===== src/rtl/ibex_mem_bridge.sv =====
// rtl/ibex_mem_bridge.sv - Ibex req/gnt/rvalid port to split A/D valid/ready channel bridge
module ibex_mem_bridge #(
    parameter int ADDR_W          = 32,
    parameter int DATA_W          = 32,
    parameter int MAX_OUTSTANDING = 2,
    parameter int REG_RESP        = 0,
    parameter int ERR_CNT_W       = 8,
    localparam int BE_W           = DATA_W / 8,
    localparam int CNT_W          = $clog2(MAX_OUTSTANDING + 1)
) (
    input  logic                 clk_i,
    input  logic                 rst_i,
    input  logic                 up_req_i,
    output logic                 up_gnt_o,
    input  logic [ADDR_W-1:0]    up_addr_i,
    input  logic                 up_we_i,
    input  logic [BE_W-1:0]      up_be_i,
    input  logic [DATA_W-1:0]    up_wdata_i,
    output logic                 up_rvalid_o,
    output logic [DATA_W-1:0]    up_rdata_o,
    output logic                 up_err_o,
    output logic                 dn_a_valid_o,
    input  logic                 dn_a_ready_i,
    output logic [ADDR_W-1:0]    dn_a_addr_o,
    output logic                 dn_a_we_o,
    output logic [BE_W-1:0]      dn_a_be_o,
    output logic [DATA_W-1:0]    dn_a_wdata_o,
    input  logic                 dn_d_valid_i,
    output logic                 dn_d_ready_o,
    input  logic [DATA_W-1:0]    dn_d_rdata_i,
    input  logic                 dn_d_err_i,
    output logic [CNT_W-1:0]     outstanding_o,
    output logic [ERR_CNT_W-1:0] err_count_o,
    output logic                 err_valid_o,
    output logic [ADDR_W-1:0]    err_addr_o,
    output logic                 proto_err_o,
    input  logic                 err_clear_i
);

    // A single-entry FIFO still needs a one-bit pointer that simply stays at zero.
    localparam int PTR_W = (MAX_OUTSTANDING > 1) ? $clog2(MAX_OUTSTANDING) : 1;

    logic [CNT_W-1:0]     count_q, count_d;
    logic [PTR_W-1:0]     wr_ptr_q, wr_ptr_d;
    logic [PTR_W-1:0]     rd_ptr_q, rd_ptr_d;
    logic [ADDR_W-1:0]    fifo_q [MAX_OUTSTANDING];
    logic [ADDR_W-1:0]    fifo_d [MAX_OUTSTANDING];
    logic [ERR_CNT_W-1:0] err_count_q, err_count_d;
    logic                 err_valid_q, err_valid_d;
    logic [ADDR_W-1:0]    err_addr_q, err_addr_d;
    logic                 proto_err_q, proto_err_d;
    logic                 rvalid_q, rvalid_d;
    logic [DATA_W-1:0]    rdata_q, rdata_d;
    logic                 rerr_q, rerr_d;

    logic full, accept, legal, illegal;

    function automatic logic [PTR_W-1:0] ptr_inc(input logic [PTR_W-1:0] p);
        return (p == PTR_W'(MAX_OUTSTANDING - 1)) ? '0 : p + 1'b1;
    endfunction

    // Request path is pure pass-through gated only by the outstanding limit.
    always_comb begin
        full         = (count_q == CNT_W'(MAX_OUTSTANDING));
        dn_a_valid_o = up_req_i & ~full;
        accept       = up_req_i & ~full & dn_a_ready_i;
        up_gnt_o     = accept;
        dn_a_addr_o  = up_addr_i;
        dn_a_we_o    = up_we_i;
        dn_a_be_o    = up_be_i;
        dn_a_wdata_o = up_wdata_i;
        dn_d_ready_o = 1'b1;
        legal        = dn_d_valid_i & (count_q != '0);
        illegal      = dn_d_valid_i & (count_q == '0);
    end

    // Next-state for tracking FIFO, error bookkeeping and the optional response register.
    always_comb begin
        count_d  = count_q;
        wr_ptr_d = wr_ptr_q;
        rd_ptr_d = rd_ptr_q;
        fifo_d   = fifo_q;
        case ({accept, legal})
            2'b10:   count_d = count_q + 1'b1;
            2'b01:   count_d = count_q - 1'b1;
            default: count_d = count_q;
        endcase
        if (accept) begin
            fifo_d[wr_ptr_q] = up_addr_i;
            wr_ptr_d         = ptr_inc(wr_ptr_q);
        end
        if (legal) begin
            rd_ptr_d = ptr_inc(rd_ptr_q);
        end

        // Clear is applied first so that an error in the same cycle still registers.
        err_count_d = err_clear_i ? '0 : err_count_q;
        err_valid_d = err_clear_i ? 1'b0 : err_valid_q;
        proto_err_d = (err_clear_i ? 1'b0 : proto_err_q) | illegal;
        err_addr_d  = err_addr_q;
        if (legal && dn_d_err_i) begin
            if (err_count_d != '1) begin
                err_count_d = err_count_d + 1'b1;
            end
            err_valid_d = 1'b1;
            err_addr_d  = fifo_q[rd_ptr_q];
        end

        rvalid_d = legal;
        rdata_d  = legal ? dn_d_rdata_i : rdata_q;
        rerr_d   = legal & dn_d_err_i;
    end

    // State register with synchronous active-high reset.
    always_ff @(posedge clk_i) begin
        if (rst_i) begin
            count_q     <= '0;
            wr_ptr_q    <= '0;
            rd_ptr_q    <= '0;
            fifo_q      <= '{default: '0};
            err_count_q <= '0;
            err_valid_q <= 1'b0;
            err_addr_q  <= '0;
            proto_err_q <= 1'b0;
            rvalid_q    <= 1'b0;
            rdata_q     <= '0;
            rerr_q      <= 1'b0;
        end else begin
            count_q     <= count_d;
            wr_ptr_q    <= wr_ptr_d;
            rd_ptr_q    <= rd_ptr_d;
            fifo_q      <= fifo_d;
            err_count_q <= err_count_d;
            err_valid_q <= err_valid_d;
            err_addr_q  <= err_addr_d;
            proto_err_q <= proto_err_d;
            rvalid_q    <= rvalid_d;
            rdata_q     <= rdata_d;
            rerr_q      <= rerr_d;
        end
    end

    assign up_rvalid_o   = (REG_RESP != 0) ? rvalid_q : legal;
    assign up_rdata_o    = (REG_RESP != 0) ? rdata_q  : dn_d_rdata_i;
    assign up_err_o      = (REG_RESP != 0) ? rerr_q   : dn_d_err_i;
    assign outstanding_o = count_q;
    assign err_count_o   = err_count_q;
    assign err_valid_o   = err_valid_q;
    assign err_addr_o    = err_addr_q;
    assign proto_err_o   = proto_err_q;

endmodule


===== config.mk =====
export PLATFORM = sky130hd
export DESIGN_NAME = ibex_mem_bridge
export DESIGN_NICKNAME = d
export VERILOG_FILES = /design/src/rtl/ibex_mem_bridge.sv
export SDC_FILE = /design/constraint.sdc
export NUM_CORES = 1
export LEC_CHECK = 0
export CORE_MARGIN = 5
export CORE_UTILIZATION = 30
export DETAILED_ROUTE_END_ITERATION = 8
export SYNTH_ARGS = -nofsm -noshare
export SYNTH_HDL_FRONTEND = slang
export SYNTH_SLANG_ARGS = --single-unit

===== constraint.sdc =====
create_clock -name clk_i -period 1.95 [get_ports clk_i]
set_input_delay 0.2925 -clock clk_i [delete_from_list [all_inputs] [get_ports clk_i]]
set_output_delay 0.2925 -clock clk_i [all_outputs]
set_load 0.02 [all_outputs]

==> results of run 1 <==
==> cell usage in the layout, fill, tap and decap left out, drive strengths merged <==
cell             n
conb             1
and2             2
clkdlybuf4s50  115
o21ai            3
o211a            1
or3              2
and3             3
nand3            3
nand2b           1
dlygate4sd2      2
nand4            2
buf             19
nor3             1
o311a            1
a22oi            1
clkbuf          12
mux2i           97
clkinv           4
ha               1
xor2             1
a41oi            2
nor3b            1
and3b            1
xnor2            2
nor2            39
nand2          100
a211oi          33
a31oi            4
and4b            1
a21oi            4
o21a             1
dfxtp          110
nor2b            3
inv              3
a21o             1
a311oi           4
==> through the flow <==
step | total power, mW | hold slack (ps)
2_1_floorplan | 3.98 | 434
3_3_place_gp | 4.43 | 441
3_5_place_dp | 4.47 | 446
4_1_cts | 6.24 | 458
5_1_grt | 6.47 | 477
6_report | 6.14 | 456
==> tightest hold or removal path: cells and delay by family, from the launching register on <==
family,cells,cell delay (ps)
flops,1,310
mux,1,50
simple gates,1,50
==> report_power, final <==
group	total, mW	internal [mW]	switching, mW
sequential	2.65	2.48	0.168
combinational	1.74	0.844	0.894
clock	1.75	0.911	0.838
total	6.14	4.24	1.90
==> worst paths after layout <==
kind                      endpoint  slack (ps)  cells past startpoint
setup / recovery       up_rvalid_o          80                      3
hold / removal          fifo_q[42]         460                      2
setup reg to reg  outstanding_o[1]         360                      6
hold reg to reg         fifo_q[42]         460                      2
==> layout make-up <==
class / instances / area [um^2] / share of cell area [%]
Tap cell: 225 / 282 / 4.48
Clock buffer: 12 / 246 / 3.93
Timing Repair Buffer: 136 / 1400 / 22.2
Inverter: 3 / 12.5 / 0.199
Sequential cell: 110 / 2210 / 35.1
Multi-Input combinational cell: 316 / 2100 / 33.5
Clock inverter: 4 / 31.3 / 0.498
==> layer usage <==
layer	track usage (%)	routed length [um]
met1	13.2	5020
met4	4.20	182
met3	3.62	631
met5	0	0
met2	20.9	5970
==> kinds of logic (layout without fill, tap and decap cells) <==
kind of cell | Yosys count | count (layout) | synth area share (%)
AND/OR/NAND/NOR | 159 | 159 | 12.7
AO/OA/AOI/OAI | 55 | 55 | 7.76
XOR/XNOR | 3 | 3 | 0.497
adder cells (fa/ha/maj) | 1 | 1 | 0.236
buffers and inverters | 141 | 155 | 18.7
other | 1 | 1 | 0.0709
flip-flops | 110 | 110 | 41.6
multiplexers | 97 | 97 | 18.4
==> state kept, by name, summed over array words and instances (netlist names) <==
signal,cells
err_valid_o,1
rd_ptr_q,1
proto_err_o,1
wr_ptr_q,1
outstanding_o,2
err_addr_o,32
fifo_q,64
err_count_o,8
==> results.yml, run 1 <==
setup_path:
  end_kind: "output pin"
  r2r-start: "outstanding_o[1]"
  path_buf_inv: 2
  slowest_stage: "clkdlybuf4s50_1"
  critPathTopFamily: "buffers and inverters"
  crit_chain: "clkdlybuf4s50_1 -> o21a_1 -> clkdlybuf4s50_1"
  critPathArrivalTime_ps: 1580
  critical_path_required_ps: 1660
  path_class: "in2out"
  cpPeakStageDelay_ps: 620
  path_common_cell: "clkdlybuf4s50_1"
  startpoint: "dn_d_valid_i"
  crit_path_max_fanout: 3
  startpoint_type: "input port"
finish:
  fin_nets: 685
  fin_cells: 806
  antenna_cells: 0
  fillCellCount: 1743
  drive_gt1_share_pct: 7.23
  area_growth_pct: 18.7
  finalInstanceArea_mm2: 0.00628
  fin_util_pct: 36.3
floorplan:
  die_h_um: 143
  die_w_um: 143
  initial_core_util_pct: 30.6
  row_count: 48
  design.die.area_mm2: 0.0204
  coreArea_mm2: 0.0173
  ios: 258
yosys:
  netlist_top_cells_count: "dfxtp_1 (110), buf_4 (105), nand2_1 (100)"
  ys_ff_latch: 110
  synthDistinctLibCells: 38
  yosysMostFrequentCell: "dfxtp_1"
  synth_area_leaders: "dfxtp_1 (42%), mux2i_1 (18%), buf_4 (15%)"
  yosysWarnings: 0
  ys.flop_type: "dfxtp_1"
  synth_area_mm2: 0.00529
  yosysSeqAreaShare_pct: 41.6
  syn_avg_cell_area_um2: 9.33
  synth_top_area_share_pct: 41.6
  syn_inst: 567
  synth_edf_count: 0
  synthesis.nets: 676
  synth_top_cell_by_area: "dfxtp_1"
  ys_async_sr_fraction_pct: 0
place:
  pre_cts_ws_ps: 7.10
  dpl.hpwl_um: 8060
  gp_congestion: 0.744
  placed_cell_area_mm2: 0.00600
  port_buffers: 118
  placedCellCount: 790
timing:
  fin_tns_setup_ps: 0
  rsz0062_at_grt: "false"
  drv_slew: 0
  final.setup.worst_slack_ps: 75.4
  finalSetupViolations: 0
  fmax_mhz: 533
  fin_crit_ps: 1870
  timing.final.crit_share_pct: 96.1
  hold_viol_final: 0
  skew_ps: 10.0
route:
  vias: 3703
  finalWirelength_um: 11800
  vias_per_cell: 4.59
  drt_iter0_drc: 124
  avgRoutedWirePerCell_um: 14.7
  postRouteAntennaNets: 0
  drtPass1Iterations: 4
  drc: 0
clocking:
  clkTransAtPathRegs_ps: 70
  cts_tree: "done"
  postCtsHoldBufs: 0
  clockRootBuffer: "clkbuf_16"
  clock-sinks: 110
  htreeDepth: 3
  cts_resized: 4
  postCtsSetupBuffers: 0
  clk-insertion-delay-late_ps: 350
  clk_path_buf_depth: 2
  cts_buffers: 9
grt:
  grt_overflow: 0
  track_usage_pct: 11.7
  antenna_found_initial: 0
  grt_max_degree: 58
  grt_pass1_wl_um: 19100
  grt_pass1_vias: 3781
power_and_ir_drop:
  peakVddDrop_mv: 0.445
  power.leakage_nw: 2.35
  powerDensity_mw_per_mm2: 978
flow_run:
  maxCapViolations: 0
hold_path:
  min_from: "fifo_q[42]"
  hold_class: "reg2reg"
run_status:
  outcome: "completed"
Note: power is estimated with default switching activity, not from simulation.
==> inputs of run 2 (changes only) <==
Clock period 1.95 ns to 1.75 ns, I/O delays scaled along.
==> run 2 against run 1 <==
Critical path depth down 2. Total power up 12%. Wire length up 1.3%. Via count rose by 1.6%. Critical path type is now reg2out. Sequential share of layout area is 0.38 points lower.
==> results.yml, run 2 (synthesis gave the netlist of run 1 again) <==
finish:
  largest_reg_flops: 64
  fillCellCount: 1747
  final_common_cell: "clkdlybuf4s50_1"
  area_growth_pct: 20.0
  fin_util_pct: 36.7
  fin_nets: 694
  mostFrequentLayoutCells: "clkdlybuf4s50_1 (112), dfxtp_1 (107), nand2_1 (100), mux2i_1 (97), nor2_1 (38)"
  drive_gt1_share_pct: 8.81
  largest_register: "fifo_q"
  antenna_cells: 0
setup_path:
  critical_path_required_ps: 1490
  path_class: "reg2out"
  critPathArrivalTime_ps: 1430
  crit_chain: "clkdlybuf4s50_1"
  end_kind: "output pin"
  slowest_stage: "clkdlybuf4s50_1"
  critPathTopFamily: "buffers and inverters"
  r2r_setup_slack_ps: 220
  path_buf_inv: 1
  startpoint_type: "flip-flop"
  cpPeakStageDelay_ps: 650
  crit_path_max_fanout: 7
grt:
  grt_max_degree: 40
  grt_pass1_wl_um: 19400
  grt_overflow: 0
  track_usage_pct: 12.0
  grt_pass1_vias: 3853
  antenna_found_initial: 0
clocking:
  cts_tree: "done"
  clockRootBuffer: "clkbuf_16"
  clk-insertion-delay-late_ps: 350
  clock-sinks: 110
  cts_buffers: 9
  clkTransAtPathRegs_ps: 70
  htreeDepth: 3
  postCtsHoldBufs: 0
  clk_path_buf_depth: 2
route:
  drt_iter0_drc: 140
  drc: 0
  drtPass1Iterations: 4
  vias_per_cell: 4.62
  avgRoutedWirePerCell_um: 14.7
  postRouteAntennaNets: 0
  vias: 3763
  finalWirelength_um: 12000
timing:
  finalSetupViolations: 0
  fmax_mhz: 590
  drv_slew: 0
  worst_slew_margin_rel_pct: 66.4
  rsz0062_at_grt: "false"
  fin_tns_setup_ps: 0
  hold_viol_final: 0
  fin_crit_ps: 1700
  worst_pin_slew_ps: 503
  hold_ws_ps: 456
  timing.final.crit_share_pct: 96.9
  skew_ps: 9.47
  final.setup.worst_slack_ps: 53.8
flow_run:
  maxCapViolations: 0
hold_path:
  hold_class: "reg2reg"
place:
  gp_congestion: 0.782
  pre_cts_ws_ps: -149
  dpl.hpwl_um: 8360
  port_buffers: 118
run_status:
  outcome: "completed"
power_and_ir_drop:
  power.leakage_nw: 2.41
  peakVddDrop_mv: 0.465
  powerDensity_mw_per_mm2: 1090
floorplan:
  row_count: 48
  ios: 258
  design.die.area_mm2: 0.0204
  die_w_um: 143
  coreArea_mm2: 0.0173
  die_h_um: 143
  initial_core_util_pct: 30.6
run 2: changes by cell type in the layout (fill, tap and decap cells not counted), sizes merged:
cell and change:
clkinv -2, clkbuf +2, buf +9, clkdlybuf4s50 -3, dlygate4sd2 +3
run 2: worst min-delay path, stage by stage (launching register included):
cell,delay [ps]
dfxtp_1,310
nand2_1,50
mux2i_1,50
run 2: final timing paths:
check | start | to | cells past startpoint
max | err_count_o[4] | err_count_o[4] | 1
min | fifo_q[61] | fifo_q[61] | 2
max reg2reg | outstanding_o[1] | outstanding_o[1] | 6
min reg2reg | fifo_q[61] | fifo_q[61] | 2
run 2: cell type report:
cell class	instances	area, um^2	area share, %
repair buffers	145	1450	22.8
well taps	225	282	4.44
inverters	3	12.5	0.197
clock inverters	2	13.8	0.217
flip-flops and latches	110	2210	34.8
multi-input cells	316	2110	33.3
clock buffers	14	274	4.32
run 2: timing repair:
action                                  4_1_cts  5_1_grt
buffers inserted                              1        0
endpoints found under the setup margin        6        0
gates resized for setup                       7        0
run 2: metrics by stage:
step	area, um^2	power (mW)	std cells
floorplan	5300	4.44	567
global placement	6050	4.96	798
detailed placement	6050	4.99	798
CTS	6350	7.02	815
global route	6350	7.29	815
finish	6350	6.90	815
run 2: where the power goes:
| group | total [mW] | internal [mW] | switching (mW) |
|---|---|---|---|
| combinational | 1.98 | 0.952 | 1.03 |
| clock | 1.99 | 1.09 | 0.905 |
| sequential | 2.93 | 2.77 | 0.160 |
| total | 6.90 | 4.81 | 2.10 |
run 2: per-layer routing:
layer | vias up | track usage [%] | part of all wire, %
li1 | 1845 | - | -
met1 | 1794 | 14.4 | 44
met2 | 104 | 19.9 | 49
met3 | 20 | 3.28 | 5.2
met4 | 0 | 5.50 | 1.8
met5 | - | 0 | 0
